$ cat src/rtl/pwm_capture_if.sv
// Control and result signals of the PWM capture block, bundled for port connection.
// master = the side that drives the waveform and controls; slave = the capture core.
interface pwm_capture_if #(
    parameter int CNT_W = 16
);
    logic             pwm_i;
    logic             cap_en;
    logic             cap_pol;
    logic [CNT_W-1:0] period_o;
    logic [CNT_W-1:0] high_o;
    logic             cap_valid;
    logic             cap_tmo;
    logic             level_o;

    modport master (
        output pwm_i, cap_en, cap_pol,
        input  period_o, high_o, cap_valid, cap_tmo, level_o
    );

    modport slave (
        input  pwm_i, cap_en, cap_pol,
        output period_o, high_o, cap_valid, cap_tmo, level_o
    );
endinterface

$ cat src/rtl/pwm_capture.sv
// Measures period and active-level duration of an asynchronous PWM input in core_clk
// cycles; flags a timeout when the counter saturates without a new active edge.
module pwm_capture #(
    parameter int CNT_W       = 16,
    parameter int SYNC_STAGES = 2   // at least 2
) (
    input  logic         core_clk,
    input  logic         core_rst_n,
    pwm_capture_if.slave bus
);
    typedef enum logic [1:0] {
        IDLE = 2'd0,
        ARM  = 2'd1,
        MEAS = 2'd2
    } state_t;

    state_t                 state_reg, state_next;
    logic [SYNC_STAGES-1:0] sync_reg, sync_next;
    logic                   level_reg, level_d_reg, pol_reg;
    logic [CNT_W-1:0]       cnt_reg, high_cap_reg, period_reg, high_reg;
    logic                   high_seen_reg, cap_valid_reg, cap_tmo_reg;
    logic                   raw_lvl, pol_chg, act_edge, inact_edge, cnt_max;
    logic                   start, capture, timeout;

    generate
        for (genvar gi = 0; gi < SYNC_STAGES; gi++) begin : g_sync
            if (gi == 0) begin : g_first
                assign sync_next[gi] = bus.pwm_i;
            end else begin : g_rest
                assign sync_next[gi] = sync_reg[gi-1];
            end
        end
    endgenerate

    assign raw_lvl    = sync_reg[SYNC_STAGES-1];
    assign pol_chg    = bus.cap_pol ^ pol_reg;
    assign act_edge   = level_reg & ~level_d_reg;
    assign inact_edge = ~level_reg & level_d_reg;
    assign cnt_max    = (cnt_reg == {CNT_W{1'b1}});

    // On a polarity change the delayed copy is realigned with the new level, so the
    // inversion itself never shows up as an edge.
    always_ff @(posedge core_clk or negedge core_rst_n) begin
        if (!core_rst_n) begin
            sync_reg    <= '0;
            level_reg   <= 1'b0;
            level_d_reg <= 1'b0;
            pol_reg     <= 1'b0;
        end else begin
            sync_reg    <= sync_next;
            level_reg   <= raw_lvl ^ bus.cap_pol;
            level_d_reg <= pol_chg ? (raw_lvl ^ bus.cap_pol) : level_reg;
            pol_reg     <= bus.cap_pol;
        end
    end

    always_ff @(posedge core_clk or negedge core_rst_n) begin
        if (!core_rst_n) begin
            state_reg <= IDLE;
        end else begin
            state_reg <= state_next;
        end
    end

    always_comb begin
        start   = 1'b0;
        capture = 1'b0;
        timeout = 1'b0;
        if (bus.cap_en && !pol_chg) begin
            case (state_reg)
                ARM:     start = act_edge;
                MEAS: begin
                    capture = act_edge;
                    timeout = !act_edge && cnt_max;
                end
                default: ;
            endcase
        end
    end

    always_comb begin
        state_next = state_reg;
        if (!bus.cap_en) begin
            state_next = IDLE;
        end else if (pol_chg && state_reg != IDLE) begin
            state_next = ARM;
        end else begin
            case (state_reg)
                IDLE:    state_next = ARM;
                ARM:     if (act_edge) state_next = MEAS;
                MEAS:    if (timeout) state_next = ARM;
                default: state_next = IDLE;
            endcase
        end
    end

    // high_seen_reg tracks whether this period saw its inactive edge; without one the
    // whole period is reported as active time.
    always_ff @(posedge core_clk or negedge core_rst_n) begin
        if (!core_rst_n) begin
            cnt_reg       <= '0;
            high_cap_reg  <= '0;
            high_seen_reg <= 1'b0;
            period_reg    <= '0;
            high_reg      <= '0;
            cap_valid_reg <= 1'b0;
            cap_tmo_reg   <= 1'b0;
        end else begin
            if (start || capture) begin
                cnt_reg <= CNT_W'(1);
            end else if (state_reg == MEAS && state_next == MEAS) begin
                cnt_reg <= cnt_reg + CNT_W'(1);
            end else begin
                cnt_reg <= '0;
            end

            if (start || capture) begin
                high_seen_reg <= 1'b0;
            end else if (state_reg == MEAS && inact_edge) begin
                high_cap_reg  <= cnt_reg;
                high_seen_reg <= 1'b1;
            end

            if (capture) begin
                period_reg <= cnt_reg;
                high_reg   <= high_seen_reg ? high_cap_reg : cnt_reg;
            end

            cap_valid_reg <= capture;
            cap_tmo_reg   <= timeout;
        end
    end

    assign bus.period_o  = period_reg;
    assign bus.high_o    = high_reg;
    assign bus.cap_valid = cap_valid_reg;
    assign bus.cap_tmo   = cap_tmo_reg;
    assign bus.level_o   = level_reg;
endmodule

$ cat src/flat_wrapper.sv
// flat-port wrapper written by rule: the top's interface ports become plain ports
module pwm_capture_flat 
#(
    parameter int CNT_W       = 16,
    parameter int SYNC_STAGES = 2                
)
  (core_clk, core_rst_n, bus_pwm_i, bus_cap_en, bus_cap_pol, bus_period_o, bus_high_o, bus_cap_valid, bus_cap_tmo, bus_level_o);
  pwm_capture_if #(.CNT_W(CNT_W)) bus_i ();
  input  logic core_clk;
  input  logic core_rst_n;
  input wire logic [$bits(bus_i.pwm_i)-1:0] bus_pwm_i;
  input wire logic [$bits(bus_i.cap_en)-1:0] bus_cap_en;
  input wire logic [$bits(bus_i.cap_pol)-1:0] bus_cap_pol;
  output wire logic [$bits(bus_i.period_o)-1:0] bus_period_o;
  output wire logic [$bits(bus_i.high_o)-1:0] bus_high_o;
  output wire logic [$bits(bus_i.cap_valid)-1:0] bus_cap_valid;
  output wire logic [$bits(bus_i.cap_tmo)-1:0] bus_cap_tmo;
  output wire logic [$bits(bus_i.level_o)-1:0] bus_level_o;
  assign bus_i.pwm_i = bus_pwm_i;
  assign bus_i.cap_en = bus_cap_en;
  assign bus_i.cap_pol = bus_cap_pol;
  assign bus_period_o = bus_i.period_o;
  assign bus_high_o = bus_i.high_o;
  assign bus_cap_valid = bus_i.cap_valid;
  assign bus_cap_tmo = bus_i.cap_tmo;
  assign bus_level_o = bus_i.level_o;
  pwm_capture #(.CNT_W(CNT_W), .SYNC_STAGES(SYNC_STAGES)) u_core (.core_clk(core_clk), .core_rst_n(core_rst_n), .bus(bus_i));
endmodule
$ cat config.mk
export PLATFORM = sky130hd
export DESIGN_NAME = pwm_capture_flat
export DESIGN_NICKNAME = d
export VERILOG_FILES = /design/src/rtl/pwm_capture_if.sv /design/src/rtl/pwm_capture.sv /design/src/flat_wrapper.sv
export SDC_FILE = /design/constraint.sdc
export NUM_CORES = 1
export LEC_CHECK = 0
export CAP_MARGIN = 20
export CORE_UTILIZATION = 46
export DETAILED_ROUTE_END_ITERATION = 6
export PLACE_DENSITY = 0.68
export SYNTH_ARGS = -nofsm -noshare
export SYNTH_HDL_FRONTEND = slang
export SYNTH_SLANG_ARGS = --single-unit
$ cat constraint.sdc
create_clock -name core_clk -period 2.27 [get_ports core_clk]
set_input_delay 0.681 -clock core_clk [delete_from_list [all_inputs] [get_ports core_clk]]
set_output_delay 0.681 -clock core_clk [all_outputs]
set_load 0.01 [all_outputs]
[After elaboration in Yosys (flattened, before gate mapping)]
Cells that the tools add are included.
Storage, ports and cells
  ROM bits: 0
  register bits after elaboration: 74
  memories kept: 0
  output and inout port bits: 35
  bits in writable memories: 0
  bits in latches: 0
  logic and storage cells: 53
  bits of input ports: 5
Operators by class
  $mul: 0
  reductions and logical operators: 12
  order comparisons: 0
  equality and inequality tests: 4
  shifts and indexed selects: 0
  muxes and demuxes: 17
  div/mod/pow operators: 0
  bitwise operators: 7
  $add $sub $neg: 1
Operator list (number)
  $mux W16: 3
  $add A16 B1 Y16 const B: 1
  $eq A16 B16 Y1 const B: 1
  $mux W1: 9
  $mux W2: 4
  $pmux W2 S3: 1
  $logic_and A1 B1 Y1: 5
  $eq A2 B2 Y1 const B: 2
  $reduce_bool A2 Y1: 2
  $not A1 Y1: 3
  $and A1 B1 Y1: 2
  $eq A2 B1 Y1 const B: 1
  $logic_not A1 Y1: 2
  $logic_not A2 Y1: 1
  $reduce_and A2 Y1: 1
  $xor A1 B1 Y1: 2
  $logic_or A1 B1 Y1: 1

[Depth between registers and ports, before layout]
Gate-level depths: netlist of the first run.
  word-level depth: 14
  mapped depth: 6
  gate-level depth less buffers: 5

[Least setup slack after synthesis of the first run]
OpenSTA, ideal clock, no wires.
  path type: input -> register
  start point: in bus_cap_pol
  end point: reg u_core.high_reg[0] (netlist: u_core.bus.high_o[0])
  required time: 2145 ps
  buffers on the path: 1
  arrival time: 1841 ps
  setup time: 125 ps
  stages: 5
  setup slack: 305 ps
  cell sequence: xnor2_1 > nand3_1 > nor2_2 > buf_2 > mux2_2
On the way
  cells in the longest elaborated chain, start to end: 4
Ends and longest elaborated chain
  start: declaration: line flat_wrapper.sv:13  | input wire logic [$bits(bus_i.cap_pol)-1:0] bus_cap_pol;
  $xor A1 B1 Y1: line pwm_capture.sv:36  | assign pol_chg = bus.cap_pol ^ pol_reg;
  $logic_not A1 Y1: line pwm_capture.sv:69  | if (bus.cap_en && !pol_chg) begin
  $logic_and A1 B1 Y1: line pwm_capture.sv:69
  $mux W1: line pwm_capture.sv:69
  end signal: assignment: line pwm_capture.sv:126  | high_reg <= high_seen_reg ? high_cap_reg : cnt_reg;
  end: declaration: line pwm_capture.sv:20  | logic [CNT_W-1:0] cnt_reg, high_cap_reg, period_reg, high_reg;
Every way passes these cells.
A chain may end at the register's enable or synchronous reset.

[Final worst setup path of the first run]
  start point: in bus_cap_pol
  end point: reg u_core.high_reg[7] (netlist: u_core.bus.high_o[7])
The elaborated chain is that of the path after synthesis.

==> flow_summary.toml, run 1 <==
[routing]
wl_per_cell_um = 15.2
viasPerCell = 5.37
drcViolationCount = 0
vias = 1987
ant_nets = 0
wl_mm = 5.61
drt_pass1_iterations = 6
drtIter0Drc = 83

[grt]
grt_pass1_wl_mm = 9.83
grt_pass1_vias = 2003
gr-total-overflow = 0
grt_usage = 0.176
antenna_found_initial = 0
grt_max_degree = 38

[timing]
holdWs_ns = 0.294
fin_worst_skew_ns = 0.00680
tightest_slew_ns = 0.900
hold_violations = 0
fmax_ghz = 0.474
post-route-period-util = 0.930
report.final.slew_viol_count = 0
relSlewSlack = 0.400
setup_viol_count_final = 0
rsz0062_at_grt = "false"
min_period_ns = 2.11

[floorplan]
ios = 40
core_area_um2 = 6490
die_w_um = 84.9
initial_core_util = 0.487
fp.dieH_um = 84.9
dieArea_um2 = 7210
num_rows = 29

[pwr]
p_sw_uw = 530
pwr-share-seq = 0.557
power_leakage_uw = 0.00176
swShare = 0.215
power_frac_comb = 0.039
power.density_nw_per_um2 = 631
ir_drop_mv = 0.343
intPower_uw = 1930
pwr-share-clk = 0.405

[finish]
post-route-cell-area_um2 = 3900
final_nets = 296
layout-drive-gt1-share = 0.321
num_antenna_cells = 0
area_growth_pct = 23.2

[placement]
placedInstanceArea_um2 = 3700
io_buffers = 39
detailed_place_hpwl_mm = 3.72
place_congestion = 0.828

[synth]
async_reset_ff_frac = 1.00
syn_area_per_cell_um2 = 13.4
synth.most_common_cell = "dfrtp_1"
ys_warn_count = 0
yosys_register_bits = 74
synth_edf_count = 0
ys_seq_area_frac = 0.585
synthSimpleGateAreaFrac = 0.102
ys.flop_type = "dfrtp_1"
synth_top_cell_area_share = 0.585
yosysTopAreaCell = "dfrtp_1"
syn_inst = 237
syn_area_um2 = 3160
synth-adder-area-share = 0.00395
synth_nets = 243
synth_compound_area_frac = 0.0293
synth_top_family_by_area = "multiplexers"
synth_common_cells = "74 x dfrtp_1, 61 x mux2_2, 22 x nor2_1"
synthXorXnorAreaFrac = 0.0443
synth_area_leaders = "dfrtp_1 59%, mux2_2 22%, xnor2_1 3.9%"
yosys-mux-area-fraction = 0.217
yosysUniqueCellTypes = 30

[critical_path]
critical_path_required_ns = 2.49
rr_worst_depth = 4
r2r_start = "u_core.cnt_reg[9]"
reg2reg_to = "u_core.cnt_reg[11]"
worstPathMaxFanout = 17
end_kind = "flip-flop"
r2r_slack_ns = 0.35
arrival_ns = 2.33
start_kind = "input port"
endpoint = "u_core.bus.high_o[7]"
crit_start = "bus_cap_pol"
path_class = "input port to flip-flop"

[status]
status = "finished clean"

[clocking]
h-tree-depth = 3
cts_resized = 0
post_cts_buffers = 0
clock_sinks = 74
holdBufCountCts = 0
tritoncts = "yes"
cts_root_buffer = "clkbuf_8"
clk_path_buf_depth = 2
cts.clk_slew.worst_paths_ns = 0.07
cts_buffers = 9
clk_latency_ns = 0.34

[run]
drv_cap = 0

[hold_path]
hold_class = "input port to asynchronous set/reset pin"
-- final cells by class --
type                            instances  area [µm²]
Fill cell                             520        2600
Sequential cell                        74        1850
Multi-Input combinational cell        151        1260
Timing Repair Buffer                   50         483
Clock buffer                           11         151
Tap cell                               77        96.3
Clock inverter                          3        40.0
Inverter                                4        15.0
-- stage by stage --
step | std cells | utilization | setup WS, ns | total power [µW] | setup TNS (ns)
after floorplan | 237 | - | 0.305 | 1420 | 0
after global placement | 356 | 0.570 | -0.229 | 1490 | -6.94
after detailed placement | 356 | 0.570 | -0.241 | 1490 | -7.30
after CTS | 370 | 0.599 | 0.0999 | 2500 | 0
after global routing | 370 | 0.600 | 0.0765 | 2570 | 0
final | 370 | 0.600 | 0.159 | 2460 | 0
-- cell usage in the layout, fill, tap and decap left out, types with 2 or more instances in the layout --
cell,instances
clkinv_2,2
xor2_1,2
clkdlybuf4s50_1,38
mux2_2,61
nand4_1,3
nor2_1,22
inv_1,4
nand3_1,7
nor3_1,5
nand2b_1,4
xnor2_1,13
dfrtp_1,74
nand2_1,6
nor4_1,3
o21ai_0,6
nor2b_1,4
a21o_1,2
clkbuf_8,11
buf_4,11
-- cell families (layout without fill, tap and decap cells) --
group | after synthesis | after routing
buffers and inverters | 12 | 68
adder cells (fa/ha/maj) | 1 | 1
XOR/XNOR | 16 | 16
AND/OR/NAND/NOR | 60 | 60
multiplexers | 61 | 61
AO/OA/AOI/OAI | 13 | 13
flip-flops | 74 | 74
-- worst min path at each step --
| stage | start | endpoint | slack [ns] |
|---|---|---|---|
| 5_1_grt | core_rst_n | u_core.bus.level_o | 0.32 |
| 6_report | core_rst_n | u_core.bus.level_o | 0.29 |
| 4_1_cts | core_rst_n | u_core.bus.level_o | 0.30 |
| 3_5_place_dp | u_core.sync_reg[0] | u_core.sync_reg[1] | 0.34 |
| 2_1_floorplan | u_core.sync_reg[0] | u_core.sync_reg[1] | 0.33 |
| 3_3_place_gp | u_core.sync_reg[0] | u_core.sync_reg[1] | 0.33 |
-- critical path: stages --
cell and delay, ns:
clkdlybuf4s50_1 0.46, xnor2_2 0.25, nand3_1 0.16, nor2_2 0.15
buf_4 0.25, mux2_2 0.36
-- metal layers --
metal / track usage / share of wire
met1: 0.251 / 0.50
met2: 0.254 / 0.44
met3: 0.0516 / 0.042
met4: 0.0693 / 0.011
met5: 0 / 0
-- power groups by stage --
stage	clock network, µW	registers (µW)	logic [µW]
floorplan	0	1370	57.8
global placement	0	1390	94.9
detailed placement	0	1390	96.3
CTS	1030	1370	96.8
global route	1090	1370	108
finish	995	1370	95.4
No activity file was read; power rests on OpenSTA's default activity.
==> run 2, diff against run 1 <==
Settings changed: GPL_ROUTABILITY_DRIVEN set to 0, REMOVE_ABC_BUFFERS set to 1.
==> run 2 against run 1 <==
The run now ends with design-rule violations left. Highest routed layer unchanged. Non-clock buffer count fell by 1. Sequential cell count stayed put. Hold slack got worse by 0.049 ns. Largest cell class unchanged.
==> flow_summary.toml, run 2 (synthesized netlist as in run 1, its figures left out) <==
[placement]
detailed_place_hpwl_mm = 3.68
io_buffers = 39
placedInstanceArea_um2 = 3690
dp.cells = 355

[timing]
report.final.slew_viol_count = 0
tightest_slew_ns = 0.830
rsz0062_at_grt = "false"
fmax_ghz = 0.489
fin_worst_skew_ns = 0.00983
post-route-period-util = 0.900
setup_viol_count_final = 0
fin_setup_tns_ns = 0
relSlewSlack = 0.446
hold_violations = 0
min_period_ns = 2.04

[clocking]
cts_root_buffer = "clkbuf_8"
holdBufCountCts = 0
cts_buffers = 9
cts_resized = 0
tritoncts = "yes"
post_cts_buffers = 0
clk_path_buf_depth = 2
h-tree-depth = 3
clock_sinks = 74
clk_latency_ns = 0.34
cts.clk_slew.worst_paths_ns = 0.08

[grt]
gr-total-overflow = 0
grt_usage = 0.178
grt_pass1_wl_mm = 10.0
grt_pass1_vias = 2041
grt_max_degree = 51
antenna_found_initial = 0

[routing]
drcViolationCount = 7
ant_nets = 0
wl_per_cell_um = 15.2
wl_mm = 5.65
viasPerCell = 5.33
drt_pass1_iterations = 7
drtIter0Drc = 115
vias = 1978

[critical_path]
worstPathMaxFanout = 13
r2r_slack_ns = 0.35
cp_cell_sequence = "clkdlybuf4s50_1 > xnor2_1 > nand3_1 > nor2_2 > buf_4 > mux2_2"
critical_path.slowest_cell = "clkdlybuf4s50_1"
end_kind = "flip-flop"
critical_path_required_ns = 2.49
start_kind = "input port"
cpPeakStageDelay_ns = 0.43
path_class = "input port to flip-flop"
cp_num_buf_inv = 2
arrival_ns = 2.27
critPathTopFamily = "buffers and inverters"

[finish]
layout.cells.non_filler = 371
final_nets = 295
layout-drive-gt1-share = 0.320
area_growth_pct = 24.6
postLayoutCoreUtil = 0.607
post-route-cell-area_um2 = 3940
num_antenna_cells = 0
final_cell_mix = "74 x dfrtp_1, 61 x mux2_2, 38 x clkdlybuf4s50_1"
fillers = 507
final_common_cell = "dfrtp_1"

[pwr]
p_total_uw = 2730
ir_drop_mv = 0.528
power_leakage_uw = 0.00178
power.density_nw_per_um2 = 691

[floorplan]
fp.dieH_um = 84.9
die_w_um = 84.9
dieArea_um2 = 7210
core_area_um2 = 6490
num_rows = 29
initial_core_util = 0.487
ios = 40

[hold_path]
hold_class = "input port to asynchronous set/reset pin"

[status]
status = "finished, violations left"
violations = "design-rule violations"

[run]
drv_cap = 0
run 2: changes by cell type in the layout (fill, tap and decap cells not counted), sizes merged:
| cell | change |
|---|---|
| buf | -1 |
| bufinv | +2 |
run 2: final timing paths:
kind / from / to / cells past startpoint
worst max-delay path: bus_cap_pol / u_core.bus.period_o[14] / 6
worst min-delay path: core_rst_n / u_core.bus.high_o[12] / 1
worst max register to register: u_core.cnt_reg[8] / u_core.cnt_reg[12] / 4
worst min register to register: u_core.sync_reg[0] / u_core.sync_reg[1] / 0
max in group asynchronous: core_rst_n / u_core.bus.high_o[1] / 2
min in group core_clk: u_core.sync_reg[0] / u_core.sync_reg[1] / 0
run 2: cell type report:
type | count | area [µm²] | share of cell area
multi-input combinational | 151 | 1250 | 0.318
timing repair buffer | 49 | 475 | 0.121
sequential | 74 | 1850 | 0.470
tap | 77 | 96.3 | 0.0244
clock inverter | 5 | 100 | 0.0254
clock buffer | 11 | 151 | 0.0384
inverter | 4 | 15.0 | 0.00381
run 2: power breakdown:
part / switching [µW] / leakage (µW) / internal, µW
Sequential: 36.4 / 0.00102 / 1330
Clock: 478 / 0.000129 / 787
Combinational: 48.4 / 0.000626 / 46.6
Total: 563 / 0.00178 / 2160
run 2: through the flow:
| stage | setup WS [ns] | hold slack [ns] |
|---|---|---|
| after floorplan | -0.211 | 0.331 |
| after global placement | -0.118 | 0.334 |
| after detailed placement | -0.149 | 0.358 |
| after CTS | 0.197 | 0.236 |
| after global routing | 0.0495 | 0.264 |
| final | 0.226 | 0.245 |
run 2: layer usage:
metal / global-route usage / vias up / part of all wire
li1: - / 924 / -
met1: 0.251 / 1018 / 0.48
met2: 0.269 / 31 / 0.47
met3: 0.0370 / 5 / 0.034
met4: 0.0770 / 0 / 0.013
met5: 0 / - / 0
